## config.mk

```make
export PLATFORM = sky130hd
export DESIGN_NAME = booth_mult_seq
export DESIGN_NICKNAME = d
export VERILOG_FILES = /design/src/rtl/booth_mult_seq.sv
export SDC_FILE = /design/constraint.sdc
export NUM_CORES = 1
export LEC_CHECK = 0
export ABC_CLOCK_PERIOD_IN_PS = 5800
export BUFFER_PORTS_ARGS = -buffer_cell sky130_fd_sc_hd__buf_4
export CAP_MARGIN = 20
export CORE_MARGIN = 4
export CORE_UTILIZATION = 50
export DETAILED_ROUTE_END_ITERATION = 8
export GPL_TIMING_DRIVEN = 0
export HOLD_SLACK_MARGIN = 0.05
export PLACE_DENSITY_LB_ADDON = 0.1
export SLEW_MARGIN = 0
export SYNTH_ARGS = -nofsm -noshare
export SYNTH_HDL_FRONTEND = slang
export SYNTH_SLANG_ARGS = --single-unit
export TNS_END_PERCENT = 5
```

## constraint.sdc

```tcl
create_clock -name clk -period 5.8 [get_ports clk]
set_input_delay 0.87 -clock clk [delete_from_list [all_inputs] [get_ports clk]]
set_output_delay 0.87 -clock clk [all_outputs]
set_load 0.1 [all_outputs]
```

## src/rtl/booth_mult_seq.sv

```systemverilog
// booth_mult_seq: sequential 16x16 signed radix-2 Booth multiplier.
// One add/subtract/pass step per clock on a 16-bit signed adder datapath.
// The handshake is start/busy/done, and product holds until the next accepted start.
// The adder carry-out and zero flag play no part here, so the datapath
// computes only the sum and the overflow it needs.
module booth_mult_seq #(
  parameter int unsigned N_ITER = 16
) (
  input  logic        clk,
  input  logic        rst,
  input  logic        start,
  input  logic [15:0] a,
  input  logic [15:0] b,
  output logic        busy,
  output logic        done,
  output logic [31:0] product
);

  typedef enum logic [1:0] {
    S_IDLE = 2'd0,
    S_CALC = 2'd1,
    S_DONE = 2'd2
  } state_t;

  localparam logic [4:0] LAST_CNT = 5'(N_ITER - 1);

  state_t      state_q, state_d;
  logic [15:0] acc_q, acc_d;      // A: upper half of the product
  logic [15:0] mq_q, mq_d;        // Q: multiplier / lower half of the product
  logic        q1_q, q1_d;        // Booth extra bit
  logic [15:0] mcand_q, mcand_d;  // M: multiplicand
  logic [4:0]  cnt_q, cnt_d;
  logic [31:0] product_q, product_d;

  // Adder control and step result
  logic        do_sub, do_add;
  logic        add_op, add_cin;
  logic [15:0] add_y, add_sum;
  logic        add_ov;
  logic [15:0] step_r;
  logic        step_s;
  logic [15:0] acc_next, mq_next;

  // One Booth step: select add/sub/pass, recover the true sign, then shift.
  always_comb begin
    do_sub  = mq_q[0] & ~q1_q;
    do_add  = ~mq_q[0] & q1_q;
    add_op  = do_sub;
    add_cin = do_sub;
    add_y   = add_op ? ~mcand_q : mcand_q;
    add_sum = acc_q + add_y + {15'd0, add_cin};
    add_ov  = (acc_q[15] == add_y[15]) && (add_sum[15] != acc_q[15]);
    // A+-M can overflow 16 bits; the overflow-corrected sign bit keeps the
    // arithmetic right shift exact even for M = -32768.
    if (do_sub || do_add) begin
      step_r = add_sum;
      step_s = add_sum[15] ^ add_ov;
    end else begin
      step_r = acc_q;
      step_s = acc_q[15];
    end
    acc_next = {step_s, step_r[15:1]};
    mq_next  = {step_r[0], mq_q[15:1]};
  end

  // Next-state and register updates for the IDLE/CALC/DONE sequencer.
  always_comb begin
    state_d   = state_q;
    acc_d     = acc_q;
    mq_d      = mq_q;
    q1_d      = q1_q;
    mcand_d   = mcand_q;
    cnt_d     = cnt_q;
    product_d = product_q;
    case (state_q)
      S_IDLE: begin
        if (start) begin
          mcand_d = a;
          mq_d    = b;
          acc_d   = '0;
          q1_d    = 1'b0;
          cnt_d   = '0;
          state_d = S_CALC;
        end
      end
      S_CALC: begin
        acc_d = acc_next;
        mq_d  = mq_next;
        q1_d  = mq_q[0];
        cnt_d = cnt_q + 5'd1;
        if (cnt_q == LAST_CNT) begin
          product_d = {acc_next, mq_next};
          state_d   = S_DONE;
        end
      end
      S_DONE: begin
        state_d = S_IDLE;
      end
      default: begin
        state_d = S_IDLE;
      end
    endcase
  end

  // State and datapath registers; reset aborts any operation in flight.
  always_ff @(posedge clk or posedge rst) begin
    if (rst) begin
      state_q   <= S_IDLE;
      acc_q     <= '0;
      mq_q      <= '0;
      q1_q      <= 1'b0;
      mcand_q   <= '0;
      cnt_q     <= '0;
      product_q <= '0;
    end else begin
      state_q   <= state_d;
      acc_q     <= acc_d;
      mq_q      <= mq_d;
      q1_q      <= q1_d;
      mcand_q   <= mcand_d;
      cnt_q     <= cnt_d;
      product_q <= product_d;
    end
  end

  assign busy    = (state_q != S_IDLE);
  assign done    = (state_q == S_DONE);
  assign product = product_q;

endmodule

```

==> reports/results.txt <==
Status = finished clean
Top FF cell, synth = dfrtp_1
Diode count = 0
CTS root buffer = clkbuf_8
R2R Setup Slk = 1.81 ns
Via-to-Cell Ratio = 5.55
Arr. time, crit path = 4.21 ns
Drt drc = 0
Initial antenna violation count = 0
Input/output buffers = 68
Clock latency at the later pin of the worst-skew pair = 0.36 ns
Gr ovfl total = 0
TritonCTS clock tree = yes
Via count = 3455
Average wire per standard cell = 15.8 um
Sequential cell area = 2200 sq um
CP max stage cell = a2111oi_0
Post-CTS Hold Buffers = 0
Critical Path Sink Type = flip-flop
Starting DRT DRC Count = 160
Hold endpoint = product[18]$_DFFE_PP0P_
Fin crit share = 0.687
Startpoint Class = flip-flop
CTS Buffer Depth = 2
Worst Tran Pin Value = 0.627 ns
Post-route ant nets = 0
Critical R2R Launch = q1_q$_DFFE_PP0P_
Core area = 8680 sq um
Worst hold-check path type = flip-flop to flip-flop
Global-route usage over all layers = 0.201
Die height = 102 um
Seq cells post-synth = 88
Avg Cell Area, Syn = 10.3 sq um
Asr flop ratio synth = 1.00
Filler cells = 788
Top-area cell type share of the netlist area = 0.497
TNS Setup = 0 ns
Post-CTS setup buffers = 0
Synth Warn # = 0
Rel. slew slack = 0.582
Most common cell in the netlist = dfrtp_1
RSZ-0062 raised after global routing = false
Crit Path Max Fanout = 10
Post-synth top area cell = dfrtp_1
Max Transition Viols Final = 0
Worst EP required = 6.02 ns
Rows = 34
GR Util met3 = 0.0307
CP Buf/Inv Count = 4
Worst-path cell chain = inv_1 > ha_1 > buf_6 > clkbuf_1 > xor2_1 > ha_1 > clkbuf_1 > nand4_1 > nor2b_1 > a2111oi_0 > o21ai_1 > a21o_1 > fa_1 > mux2i_1 > o21ai_0
First drt pass iteration count = 4
Crit path kind = flip-flop to flip-flop
Final setup fails = 0
Routability cong. = 0.922
Min-Delay Path Depth = 2
Ranking of synthesized cells by area = dfrtp_1 50%, mux2_2 8.1%, ha_1 5.1%
Die width = 102 um
Footprint of the multi-input gates = 2100 sq um
DIE AREA = 10400 sq um
Number of synthesized flops with an enable pin = 0
Reg2reg end = product[30]$_DFFE_PP0P_
HPWL after detailed placement = 7340 um
Delay-heaviest family, CP = compound AO/OA/AOI/OAI gates
Largest net degree at the start of global routing = 47
Synthesized area = 4430 sq um
Number of global-route vias before repair = 3281
Nets = 565
Cts repair resizes = 0
Fin. Hold Viols = 0
Clock skew = 0.0146 ns
Crit path largest cell delay = 0.51 ns
Num CTS Buffers = 9
First-pass GRT wire length = 16300 um
Area growth from synthesis to layout = 19.4%
Hold Path Origin = product[18]$_DFFE_PP0P_
Mapped Cells = 430
Seq/Total Area, Yosys = 0.497
Post-synth cell types = 39
Max Freq = 0.251 GHz
CP Launch Point = q1_q$_DFFE_PP0P_
Initial Util = 0.511
CTS Sinks = 88
Number of H-tree levels = 3
Top cells by count, synth = 88 x dfrtp_1, 42 x nand2_1, 41 x nor2_1
Register-to-Register Path Depth = 15
Met2 Usage GRT = 0.300
Layer with the highest usage = met1
# IOs = 69
Clock slew at reported path FFs = 0.09 ns
Min Tclk post-route = 3.99 ns
Max-Cap Viols = 0
Share of layout cells above drive strength 1 = 0.237
Met1 Use GR = 0.301
WL final = 9860 um
Syn Nets = 485
registers in the layout, summed over array words and instances, names as in the netlist:
register / cells
mq_q: 16
acc_q: 16
product: 32
mcand_q: 16
state_q: 2
q1_q: 1
cnt_q: 5
per-stage QoR:
stage / setup slack (ns) / hold WS [ns] / area [sq um] / utilization / cells
5_1_grt: 1.39 / 0.518 / 5290 / 0.610 / 623
4_1_cts: 1.86 / 0.492 / 5290 / 0.610 / 623
2_1_floorplan: 2.36 / 0.449 / 4430 / - / 430
3_5_place_dp: 1.90 / 0.472 / 5110 / 0.589 / 607
6_report: 1.81 / 0.483 / 5290 / 0.610 / 623
3_3_place_gp: 1.57 / 0.466 / 5080 / 0.585 / 606
worst min-delay path, delay by kind of cell (launching register included):
kind | cells | cell delay [ns]
flip-flops | 1 | 0.35
AO/OA/AOI/OAI | 1 | 0.06
AND/OR/NAND/NOR | 1 | 0.05
worst max path at each step:
stage,endpoint,cells after the start
finish,product[30]$_DFFE_PP0P_,15
global route,product[30]$_DFFE_PP0P_,15
CTS,product[30]$_DFFE_PP0P_,15
detailed placement,acc_q[14]$_DFFE_PP0P_,15
global placement,mcand_q[1]$_DFFE_PP0P_,2
floorplan,product[30]$_DFFE_PP0P_,15
logic make-up after synthesis:
kind of cell | share of synthesized area
multiplexers | 0.0937
flip-flops | 0.497
AND/OR/NAND/NOR | 0.120
AO/OA/AOI/OAI | 0.145
buffers and inverters | 0.0288
XOR/XNOR | 0.0553
adder cells (fa/ha/maj) | 0.0599
cell usage in the layout (no fill, tap or decap), drive strengths merged, types with 4 or more instances in the layout:
cell type	netlist	layout
o221ai	12	12
nor2	41	41
o21ai	33	33
clkbuf	22	33
a21o	5	5
nand2	42	42
inv	7	8
buf	3	72
o211ai	4	4
xor2	19	19
mux2	33	33
mux2i	4	4
o21a	4	4
nand3	23	23
ha	18	18
xnor2	9	9
o22ai	15	15
nor2b	4	4
a21oi	18	18
dfrtp	88	88
cell type report:
class                           instances  share of cell area
Buffer                                 25              0.0192
Clock buffer                           11              0.0267
Clock inverter                          5             0.00781
Inverter                                7             0.00544
Multi-Input combinational cell        310               0.397
Sequential cell                        88               0.416
Tap cell                              108              0.0255
Timing Repair Buffer                   69               0.102
per-layer routing:
layer | vias up | part of all wire
met5 | - | 0
met4 | 0 | 0.0096
met3 | 7 | 0.056
met2 | 90 | 0.45
met1 | 1665 | 0.48
li1 | 1693 | -
Power is left out: the tool's default activity adds up to more than one toggle a clock period on the data nets, which glitch-free logic cannot reach.
